### src/rtl/shift_add_mul.sv
// Sequential shift-and-add unsigned multiplier with a start/busy/done handshake.
// Define SHIFT_ADD_MUL_EARLY_EXIT_EN to end a run once no set multiplier bits remain.
module shift_add_mul #(
  parameter  int WIDTH = 8,
  localparam int CNT_W = (WIDTH > 1) ? $clog2(WIDTH) : 1
) (
  input  logic                 Clk,
  input  logic                 Rst,
  input  logic                 start,
  input  logic [WIDTH-1:0]     A,
  input  logic [WIDTH-1:0]     B,
  output logic                 busy,
  output logic                 done,
  output logic [2*WIDTH-1:0]   prdct
);

  typedef enum logic {IDLE, RUN} state_t;

  state_t               state;
  logic [2*WIDTH-1:0]   mcand;
  logic [2*WIDTH-1:0]   acc;
  logic [2*WIDTH-1:0]   addend;
  logic [2*WIDTH-1:0]   sum;
  logic [WIDTH-1:0]     mplier;
  logic [CNT_W-1:0]     cnt;
  logic                 finish;

  assign addend = mplier[0] ? mcand : '0;
  assign sum    = acc + addend;

`ifdef SHIFT_ADD_MUL_EARLY_EXIT_EN
  // Stop as soon as the bit being consumed is the last set bit of the multiplier.
  assign finish = (cnt == CNT_W'(WIDTH-1)) || ((mplier >> 1) == '0);
`else
  assign finish = (cnt == CNT_W'(WIDTH-1));
`endif

  always_ff @(posedge Clk or negedge Rst) begin
    if (!Rst) begin
      state  <= IDLE;
      busy   <= 1'b0;
      done   <= 1'b0;
      prdct  <= '0;
      mcand  <= '0;
      mplier <= '0;
      acc    <= '0;
      cnt    <= '0;
    end else begin
      done <= 1'b0;
      case (state)
        IDLE: begin
          if (start) begin
            mcand  <= {{WIDTH{1'b0}}, A};
            mplier <= B;
            acc    <= '0;
            cnt    <= '0;
            busy   <= 1'b1;
            state  <= RUN;
          end
        end
        RUN: begin
          acc    <= sum;
          mcand  <= mcand << 1;
          mplier <= mplier >> 1;
          cnt    <= cnt + 1'b1;
          // The final partial sum goes straight to prdct so it changes only on completion.
          if (finish) begin
            prdct <= sum;
            done  <= 1'b1;
            busy  <= 1'b0;
            state <= IDLE;
          end
        end
        default: state <= IDLE;
      endcase
    end
  end

endmodule

### config.mk
export PLATFORM = sky130hd
export DESIGN_NAME = shift_add_mul
export DESIGN_NICKNAME = d
export VERILOG_FILES = /design/src/rtl/shift_add_mul.sv
export SDC_FILE = /design/constraint.sdc
export NUM_CORES = 1
export LEC_CHECK = 0
export BUFFER_PORTS_ARGS = -buffer_cell sky130_fd_sc_hd__clkbuf_2
export CORE_ASPECT_RATIO = 0.7
export CORE_MARGIN = 5
export CORE_UTILIZATION = 65
export CTS_BUF_LIST = sky130_fd_sc_hd__clkbuf_8
export CTS_CLUSTER_DIAMETER = 120
export DETAILED_ROUTE_END_ITERATION = 10
export PLACE_DENSITY = 0.94
export SYNTH_ARGS = -nofsm -noshare
export SYNTH_HDL_FRONTEND = slang
export SYNTH_SLANG_ARGS = --single-unit
### constraint.sdc
create_clock -name Clk -period 4.51 [get_ports Clk]
set_clock_uncertainty 0.1 [all_clocks]
set_input_delay 0.6765 -clock Clk [delete_from_list [all_inputs] [get_ports Clk]]
set_output_delay 0.6765 -clock Clk [all_outputs]
set_load 0.03 [all_outputs]
==> flow_metrics.env, run 1 <==
export IMPL_synth_top_area_share_pct=46.92
export IMPL_dr_pass1_iters=4
export IMPL_via_per_inst=5.783
export IMPL_yosysSeqAreaShare_pct=46.92
export IMPL_r2r_end="prdct[14]"
export IMPL_crit_reg2reg_launch="mplier[0]"
export IMPL_numCtsBuffers=9
export IMPL_setup_tns_ns=0
export IMPL_synth_area_mm2=0.003307
export IMPL_post_route_period_util_pct=66.24
export IMPL_cts_htree_levels=3
export IMPL_ant_nets=0
export IMPL_reg2reg_slack_ns=1.52
export IMPL_antenna_found_initial=0
export IMPL_cts_setup_buffers=0
export IMPL_syn_nets=347
export IMPL_tightest_slew_ns=0.7085
export IMPL_yosys_top_cells_count="62 x dfrtp_1, 32 x nand2_1, 26 x o21ai_0, 17 x ha_1, 17 x mux2i_1"
export IMPL_clk_path_buf_depth=2
export IMPL_yosys_area_top_type="dfrtp_1"
export IMPL_diodes=0
export IMPL_syn_area_per_cell_um2=10.67
export IMPL_peakVddDrop_uv=382.7
export IMPL_grt_pass1_vias=2485
export IMPL_worstSetupStartpointType="flop"
export IMPL_hold_buffers=0
export IMPL_grt_pass1_wl_um=11860
export IMPL_clk_latency_ns=0.35
export IMPL_finalNetCount=382
export IMPL_place_ws_ns=1.549
export IMPL_yosysWarnings=0
export IMPL_synth_area_leaders="dfrtp_1 47%, ha_1 6.4%, mux2i_1 5.1%, mux2_2 4.4%, a22o_1 4.2%"
export IMPL_crit_fanout=17
export IMPL_root_buffer="clkbuf_8"
export IMPL_crit_arrival_ns=3.12
export IMPL_yosysMostFrequentCell="dfrtp_1"
export IMPL_drt_initial_drc_count=139
export IMPL_cp_startpoint="mplier[0]"
export IMPL_rsz0062_at_grt="false"
export IMPL_min_delay_path_class="in -> async"
export IMPL_ys_flop_type="dfrtp_1"
export IMPL_critical_path_endpoint="prdct[14]"
export IMPL_die_area_mm2=0.006637
export IMPL_syn_instance_count=310
export IMPL_area_delta_synth_final_pct=13.09
export IMPL_post_cts_resized=0
export IMPL_globalRouteOverflowTotal=0
export IMPL_clkSinkCount=62
export IMPL_synth_async_sr_flop_share_pct=100.0
export IMPL_drc=0
export IMPL_whs_ns=0.2704
export IMPL_synth_cell_type_count=47
export IMPL_path_clk_slew_ns=0.07
export IMPL_cts_tree="yes"
export IMPL_io_buffer_count=36
export IMPL_post_drt_wl_per_cell_um=16.74
export IMPL_ff2ff_path_depth=10
export IMPL_ys_ff_latch=62
export IMPL_pin_count=37
export IMPL_fin_ws_ns=1.522
export IMPL_gp_congestion=0.9530
export IMPL_dp_hpwl_um=4925
export IMPL_status="complete, no violations"
export IMPL_nFillCells=320
export IMPL_synth_edf_count=0
export IMPL_fp_dieW_um=95.25
export IMPL_die_h_um=69.68
export IMPL_start_util_pct=68.03
export IMPL_grt_start_max_net_pins=69
export IMPL_timing_fmax_mhz=334.7
export IMPL_drt_wl_total_um=7015
export IMPL_final_min_clock_period_ns=2.988
export IMPL_placementRows=21
export IMPL_cellLeakagePower_nw=1.906
export IMPL_num_vias=2423
export IMPL_maxSlewViolCount=0
export IMPL_hold_violations=0
export IMPL_grt_usage_pct=23.20
export IMPL_drive_above_1_share_pct=22.00
export IMPL_slew_headroom_pct=52.76
export IMPL_core_mm2=0.004861
export IMPL_cp_required_ns=4.64
export IMPL_setup_violations=0
export IMPL_p_per_area_mw_per_mm2=652.5
export IMPL_maxCapViolCount=0
export IMPL_cp_end_kind="flop"
export IMPL_path_class="reg -> reg"
==> worst min-delay path by stage <==
stage,from,endpoint,depth (start not counted)
5_1_grt,Rst,acc[7],1
4_1_cts,Rst,prdct[6],1
3_3_place_gp,prdct[2],prdct[2],2
6_report,Rst,acc[7],1
2_1_floorplan,Rst,acc[0],0
3_5_place_dp,prdct[2],prdct[2],2
==> routing by layer <==
metal | global-route usage (%) | routed length, um
met1 | 31.06 | 3258
met3 | 8.568 | 320
met4 | 6.240 | 80
met5 | 0 | 0
met2 | 35.30 | 3356
==> metrics by stage <==
step | power [mW] | cell area [um2] | std cells | util (%)
6_report | 2.440 | 3740 | 419 | 76.94
3_5_place_dp | 1.903 | 3525 | 403 | 72.51
4_1_cts | 2.447 | 3740 | 419 | 76.94
5_1_grt | 2.599 | 3740 | 419 | 76.94
3_3_place_gp | 1.845 | 3525 | 403 | 72.51
2_1_floorplan | 1.659 | 3307 | 310 | -
==> state kept, by name, summed over array words and instances (netlist names) <==
| name | flops |
|---|---|
| prdct | 16 |
| acc | 16 |
| busy | 1 |
| mplier | 8 |
| state | 1 |
| cnt | 3 |
| mcand | 16 |
| done | 1 |
==> cells by family (layout without fill, tap and decap cells) <==
group                      after synthesis  in the layout  synth area share [%]
AOI/OAI and AO/OA                       83             83                 17.97
xor gates and xnor gates                11             11                 2.913
adders and majority gates               18             18                 7.037
buffers and inverters                   22             62                 2.989
DFF                                     62             62                 46.92
muxes                                   31             31                 10.03
and+or+nand+nor                         83             83                 12.15
==> where the power goes <==
part           switching, mW  leakage (nW)  total (mW)  internal (mW)
Sequential             0.153         0.810       0.929          0.777
Combinational          0.582         0.978       0.977          0.395
Clock                  0.214         0.119       0.534          0.320
==> worst max-delay path, stage by stage, from the launching register on <==
cell	delay, ns
dfrtp_1	0.52
and2_1	0.21
ha_1	0.23
fa_1	0.45
a211oi_2	0.24
o21ai_1	0.14
a22oi_2	0.24
o221ai_1	0.16
a21oi_1	0.21
xnor2_1	0.10
mux2_2	0.26
==> layout by cell type (no fill, tap or decap), drive strengths merged, types with 2 or more instances in the layout <==
master / n
a22o: 17
xor2: 4
o31a: 2
o21ai: 29
nand4: 2
nor3: 3
bufinv: 2
a21o: 7
mux2i: 17
nand2: 32
nor2: 17
a211oi: 4
o21a: 2
nand2b: 9
a21boi: 2
xnor2: 7
clkinv: 3
and3: 2
buf: 3
clkbuf: 46
mux2: 14
and2: 15
ha: 17
dfrtp: 62
o311ai: 2
o22ai: 3
inv: 8
a21oi: 8
==> area by class of cell <==
class	instances	area, um2	area share [%]
clock buffer	10	137.6	3.680
clock inverter	6	77.57	2.074
inverter	7	26.28	0.7026
multi-input combinational	226	1657	44.30
sequential	62	1553	41.52
tap	69	86.33	2.308
timing repair buffer	39	202.7	5.420
Power figures use the tool's default switching activity.
==> run 2, diff against run 1 <==
Settings changed: ABC_AREA from default to 1, CORE_UTILIZATION 65 to 55, PLACE_DENSITY 0.94 to 0.85.
Clock period 4.51 ns to 2.4 ns, I/O delays scaled along.
==> run 2 against run 1 <==
Effect of this change:
- register-to-register slack lost 1.3 ns
- first-iteration DRC count rose by 24%
- clock-buffer cell count rose by 2
- hold slack worse by 0.12 ns
- final cell count rose by 37%
- sequential share of layout area fell by 2.3 points
- global-route usage decreased by 2.1 points
- sequential cell count is the same
- critical path depth up 2
- combinational power grew 95%
- clock power rose by 64%
- die area is 21% higher
- largest power group unchanged
==> flow_metrics.env, run 2 <==
export IMPL_status="complete, no violations"
export IMPL_cpMostUsedCell="nand2_1"
export IMPL_ys_flop_type="dfrtp_1"
export IMPL_cp_required_ns=2.53
export IMPL_peakVddDrop_uv=535.3
export IMPL_synth_edf_count=0
export IMPL_place_area_mm2=0.003730
export IMPL_path_clk_slew_ns=0.07
export IMPL_synth_async_sr_flop_share_pct=100.0
export IMPL_final_cell_mix="156 x nand2_1, 66 x inv_1, 61 x dfrtp_1"
export IMPL_post_drt_wl_per_cell_um=13.75
export IMPL_grt_usage_pct=21.05
export IMPL_grt_start_max_net_pins=42
export IMPL_tightest_slew_ns=0.5974
export IMPL_clk_latency_ns=0.35
export IMPL_dp_hpwl_um=5767
export IMPL_worstSetupStartpointType="flop"
export IMPL_grt_pass1_wl_um=13700
export IMPL_placementRows=24
export IMPL_syn_nets=489
export IMPL_power_switching_mw=1.974
export IMPL_ff2ff_path_depth=12
export IMPL_drc=0
export IMPL_drt_initial_drc_count=173
export IMPL_finish_instance_area_mm2=0.003956
export IMPL_pwr_share_seq_pct=38.6
export IMPL_globalRouteOverflowTotal=0
export IMPL_rsz0062_at_grt="false"
export IMPL_hold_violations=0
export IMPL_cellLeakagePower_nw=2.274
export IMPL_yosysMostFrequentCell="nand2_1"
export IMPL_root_buffer="clkbuf_8"
export IMPL_cts_tree="yes"
export IMPL_cts_htree_levels=3
export IMPL_p_comb_share_pct=42.1
export IMPL_yosysSeqAreaShare_pct=44.49
export IMPL_crit_arrival_ns=2.31
export IMPL_antenna_found_initial=0
export IMPL_num_vias=2993
export IMPL_p_total_mw=4.543
export IMPL_post_route_period_util_pct=90.82
export IMPL_crit_fanout=9
export IMPL_io_buffer_count=36
export IMPL_layout_commonest_cell="nand2_1"
export IMPL_synth_area_mm2=0.003487
export IMPL_maxSlewViolCount=0
export IMPL_setup_tns_ns=0
export IMPL_r2r_end="acc[13]"
export IMPL_utilization_pct=63.96
export IMPL_synth_area_leaders="dfrtp_1 44%, nand2_1 17%, inv_1 7.1%, nand3_1 6.9%, ha_1 6.1%"
export IMPL_syn_area_per_cell_um2=7.715
export IMPL_start_util_pct=56.37
export IMPL_clk_path_buf_depth=2
export IMPL_yosysWarnings=0
export IMPL_crit_reg2reg_launch="mplier[0]"
export IMPL_yosys_area_top_type="dfrtp_1"
export IMPL_core_mm2=0.006186
export IMPL_slew_headroom_pct=60.17
export IMPL_power_internal_mw=2.569
export IMPL_min_delay_path_class="in -> reg"
export IMPL_gp_congestion=0.9924
export IMPL_hp_start="A[7]"
export IMPL_p_per_area_mw_per_mm2=1148
export IMPL_finalNetCount=528
export IMPL_via_per_inst=5.214
export IMPL_crit_chain="buf_2 -> nand2_1 -> inv_1 -> ha_1 -> nand2_1 -> nand2_1 -> nand2_1 -> nand2_1 -> a21oi_1 -> nand3_1 -> nand3_1 -> nand2_1"
export IMPL_final_min_clock_period_ns=2.180
export IMPL_hold_end="mcand[7]"
export IMPL_clkSinkCount=62
export IMPL_ant_nets=0
export IMPL_fp_dieW_um=105.2
export IMPL_ys_ff_latch=62
export IMPL_reg_top3="acc: 16 flops, mcand: 16 flops, prdct: 16 flops"
export IMPL_nFillCells=522
export IMPL_numCtsBuffers=9
export IMPL_area_delta_synth_final_pct=13.46
export IMPL_pin_count=37
export IMPL_timing_fmax_mhz=458.8
export IMPL_path_class="reg -> reg"
export IMPL_reg2reg_slack_ns=0.22
export IMPL_syn_instance_count=452
export IMPL_synth_cell_type_count=31
export IMPL_max_stage_delay_ns=0.46
export IMPL_die_h_um=76.62
export IMPL_maxCapViolCount=0
export IMPL_cp_slowest_cell="dfrtp_2"
export IMPL_die_area_mm2=0.008058
export IMPL_cp_end_kind="flop"
export IMPL_synth_top_area_share_pct=44.49
export IMPL_drt_wl_total_um=7891
export IMPL_diodes=0
export IMPL_drive_above_1_share_pct=16.53
export IMPL_dr_pass1_iters=4
export IMPL_sw_frac_of_total_pct=43.46
export IMPL_setup_violations=0
export IMPL_clkPwrFrac_pct=19.3
export IMPL_worstHoldPathCells=3
export IMPL_grt_pass1_vias=2976
export IMPL_yosys_top_cells_count="156 x nand2_1, 66 x inv_1, 62 x dfrtp_1, 48 x nand3_1, 17 x ha_1"
==> run 2: worst max-delay path, delay by kind of cell (launching register included) <==
family | cells | cell delay, ns
fa+ha+maj | 1 | 0.35
flops | 1 | 0.46
compound gates | 1 | 0.17
buf+inv | 2 | 0.22
simple gates | 8 | 0.77
==> run 2: repair_timing <==
item                                   4_1_cts  5_1_grt
hold buffers                                 1        0
endpoints found under the hold margin       21        0
gates resized for setup                      0        1
setup endpoints to repair                    0       10
setup buffers                                0        3
==> run 2: cell type report <==
cell class	count	area (um2)	share of cell area, %
clock buffer	12	165.2	4.175
multi-input combinational	303	1588	40.13
clock inverter	4	30.03	0.7590
inverter	70	262.8	6.641
tap	78	97.59	2.467
sequential	62	1553	39.25
timing repair buffer	45	260.3	6.578
==> run 2: layer usage <==
| metal | GRT usage (%) | part of all wire, % |
|---|---|---|
| met4 | 8.046 | 1.6 |
| met5 | 0 | 0 |
| met1 | 30.21 | 48 |
| met3 | 6.351 | 8.0 |
| met2 | 29.71 | 43 |
==> run 2: how the worst max path moves through the flow <==
stage,start,to,slack [ns],cells after the start
2_1_floorplan,mplier[0],acc[6],0.23,13
3_3_place_gp,mplier[0],prdct[6],0.21,11
3_5_place_dp,mplier[0],prdct[6],0.17,11
4_1_cts,mplier[0],acc[10],0.15,12
5_1_grt,mplier[0],prdct[10],0.05,13
6_report,mplier[0],acc[13],0.22,12
==> run 2: metrics by stage <==
| step | std cells | worst slack, ns | hold WS (ns) |
|---|---|---|---|
| after CTS | 571 | 0.1461 | 0.1331 |
| after floorplan | 452 | 0.2313 | -0.03559 |
| after global placement | 554 | 0.2123 | 0.2767 |
| final | 574 | 0.2202 | 0.1477 |
| after detailed placement | 554 | 0.1683 | 0.2931 |
| after global routing | 574 | 0.04817 | 0.1650 |
==> run 2: power groups by stage <==
| stage | sequential, mW | clock [mW] | combinational [mW] |
|---|---|---|---|
| 6_report | 1.76 | 0.877 | 1.91 |
| 5_1_grt | 1.80 | 0.933 | 2.14 |
| 4_1_cts | 1.76 | 0.892 | 1.88 |
| 3_5_place_dp | 1.77 | 0 | 1.87 |
| 3_3_place_gp | 1.76 | 0 | 1.81 |
| 2_1_floorplan | 1.89 | 0 | 1.22 |
==> run 2: cells by family (layout without fill, tap and decap cells) <==
| family | Yosys count | after routing | synth area share, % |
|---|---|---|---|
| XOR/XNOR | 5 | 5 | 1.256 |
| AO/OA/AOI/OAI | 39 | 39 | 7.212 |
| AND/OR/NAND/NOR | 241 | 241 | 30.39 |
| adder cells (fa/ha/maj) | 18 | 18 | 6.674 |
| flip-flops | 62 | 62 | 44.49 |
| buffers and inverters | 87 | 131 | 9.975 |
==> run 3, diff against run 2 <==
Settings changed: PLACE_DENSITY 0.85 to 0.78.
==> run 3 against run 2 <==
Effect of this change:
- non-clock buffer count down 2
- sequential power about the same
- first-iteration DRC count down 9.8%
- total power down 2.5%
- fmax up 2.5%
- sequential cell count unchanged
- register-to-register slack better by 0.05 ns
- combinational power about the same
- utilization down 0.57 points
- clock-buffer cell count down 2
- largest power group unchanged
==> flow_metrics.env, run 3 (synthesis gave the netlist of run 2 again) <==
export IMPL_status="complete, no violations"
export IMPL_dp_hpwl_um=5683
export IMPL_reg_top3="acc: 16 flops, mcand: 16 flops, prdct: 16 flops"
export IMPL_start_util_pct=56.37
export IMPL_via_per_inst=5.166
export IMPL_numCtsBuffers=9
export IMPL_drc=0
export IMPL_final_min_clock_period_ns=2.128
export IMPL_cpMostUsedCell="nand2_1"
export IMPL_worstHoldPathCells=3
export IMPL_post_cts_resized=0
export IMPL_finalNetCount=526
export IMPL_clk_latency_ns=0.35
export IMPL_cp_startpoint="mplier[0]"
export IMPL_rsz0062_at_grt="false"
export IMPL_cp_required_ns=2.53
export IMPL_fin_ws_ns=0.2725
export IMPL_post_drt_wl_per_cell_um=13.50
export IMPL_grt_usage_pct=20.99
export IMPL_timing_fmax_mhz=470.0
export IMPL_pin_count=37
export IMPL_cts_htree_levels=3
export IMPL_r2r_end="acc[10]"
export IMPL_ant_nets=0
export IMPL_die_area_mm2=0.008058
export IMPL_clkSinkCount=62
export IMPL_die_h_um=76.62
export IMPL_nFillCells=551
export IMPL_dp_cells=555
export IMPL_final_cell_mix="156 x nand2_1, 66 x inv_1, 62 x dfrtp_1"
export IMPL_core_mm2=0.006186
export IMPL_maxSlewViolCount=0
export IMPL_grt_start_max_net_pins=50
export IMPL_drt_initial_drc_count=156
export IMPL_crit_reg2reg_launch="mplier[0]"
export IMPL_path_clk_slew_ns=0.07
export IMPL_p_per_area_mw_per_mm2=1130
export IMPL_worstSetupStartpointType="flop"
export IMPL_post_route_period_util_pct=88.65
export IMPL_pwr_share_seq_pct=39.0
export IMPL_hold_violations=0
export IMPL_setup_violations=0
export IMPL_final_cells=571
export IMPL_antenna_found_initial=0
export IMPL_globalRouteOverflowTotal=0
export IMPL_clkPwrFrac_pct=18.4
export IMPL_cp_slowest_cell="dfrtp_1"
export IMPL_layout_commonest_cell="nand2_1"
export IMPL_grt_pass1_wl_um=13660
export IMPL_peakVddDrop_uv=626.7
export IMPL_power_internal_mw=2.495
export IMPL_power_switching_mw=1.934
export IMPL_path_class="reg -> reg"
export IMPL_clk_path_buf_depth=2
export IMPL_p_comb_share_pct=42.6
export IMPL_crit_fanout=5
export IMPL_place_ws_ns=0.3061
export IMPL_area_delta_synth_final_pct=12.45
export IMPL_dr_pass1_iters=4
export IMPL_crit_chain="nand2_1 -> inv_1 -> ha_1 -> fa_1 -> nand2_1 -> nand2_1 -> nand3b_1 -> nand2_1 -> nand2_1 -> nand3b_1 -> nand3_1 -> nand2_1"
export IMPL_cellLeakagePower_nw=2.259
export IMPL_reg2reg_slack_ns=0.27
export IMPL_placementRows=24
export IMPL_fp_dieW_um=105.2
export IMPL_max_stage_delay_ns=0.41
export IMPL_slew_headroom_pct=64.80
export IMPL_grt_pass1_vias=2943
export IMPL_min_delay_path_class="in -> reg"
export IMPL_cts_tree="yes"
export IMPL_io_buffer_count=36
export IMPL_root_buffer="clkbuf_8"
export IMPL_sw_frac_of_total_pct=43.67
export IMPL_drt_wl_total_um=7706
export IMPL_gp_congestion=0.8879
export IMPL_ff2ff_path_depth=12
export IMPL_diodes=0
export IMPL_setup_tns_ns=0
export IMPL_critical_path_endpoint="acc[10]"
export IMPL_maxCapViolCount=0
export IMPL_num_vias=2950
export IMPL_drive_above_1_share_pct=15.82
export IMPL_tightest_slew_ns=0.5274
export IMPL_cp_end_kind="flop"
export IMPL_crit_arrival_ns=2.26
-- run 3: worst max-delay path: cells and delay by family, from the launching register on --
| kind | cells | cell delay [ns] |
|---|---|---|
| AND/OR/NAND/NOR | 9 | 0.86 |
| adder cells (fa/ha/maj) | 2 | 0.61 |
| flip-flops | 1 | 0.41 |
| buffers and inverters | 1 | 0.04 |
-- run 3: cell type report --
type | count | area, um2 | share of cell area, %
clock inverters | 5 | 36.28 | 0.9253
clock buffers | 10 | 137.6 | 3.510
inverters | 70 | 262.8 | 6.701
repair buffers | 43 | 247.7 | 6.318
multi-input cells | 303 | 1588 | 40.49
well taps | 78 | 97.59 | 2.489
flip-flops and latches | 62 | 1551 | 39.57
-- run 3: worst min path at each step --
stage | to | startpoint
2_1_floorplan | acc[0] | Rst
3_3_place_gp | mplier[3] | Rst
3_5_place_dp | mplier[3] | Rst
4_1_cts | mcand[0] | A[0]
5_1_grt | mcand[4] | A[4]
6_report | mcand[0] | A[0]
-- run 3: routing by layer --
metal  track usage, %  vias up  share of wire (%)
li1                 -     1494                  -
met1            30.58     1354                 50
met2            30.15       89                 42
met3            5.080       13                6.5
met4            7.791        0                1.5
met5                0        -                  0
-- run 3: stage by stage --
step	hold slack [ns]	area, um2	power [mW]	utilization (%)
detailed placement	0.1987	3737	3.637	60.42
global route	0.1571	3921	4.771	63.39
floorplan	-0.03559	3487	3.112	-
global placement	0.1899	3737	3.565	60.42
CTS	0.1404	3921	4.466	63.39
finish	0.1484	3921	4.429	63.39
-- run 3: power groups by stage --
stage	combinational, mW	clock [mW]	sequential (mW)
after global routing	2.11	0.884	1.77
after global placement	1.84	0	1.73
after floorplan	1.22	0	1.89
after CTS	1.90	0.832	1.73
final	1.89	0.816	1.73
after detailed placement	1.89	0	1.74
-- run 3: what timing repair did --
item / in CTS / in global routing
endpoints found under the hold margin: 13 / 0
hold buffers: 1 / 0
buffers inserted: 0 / 0
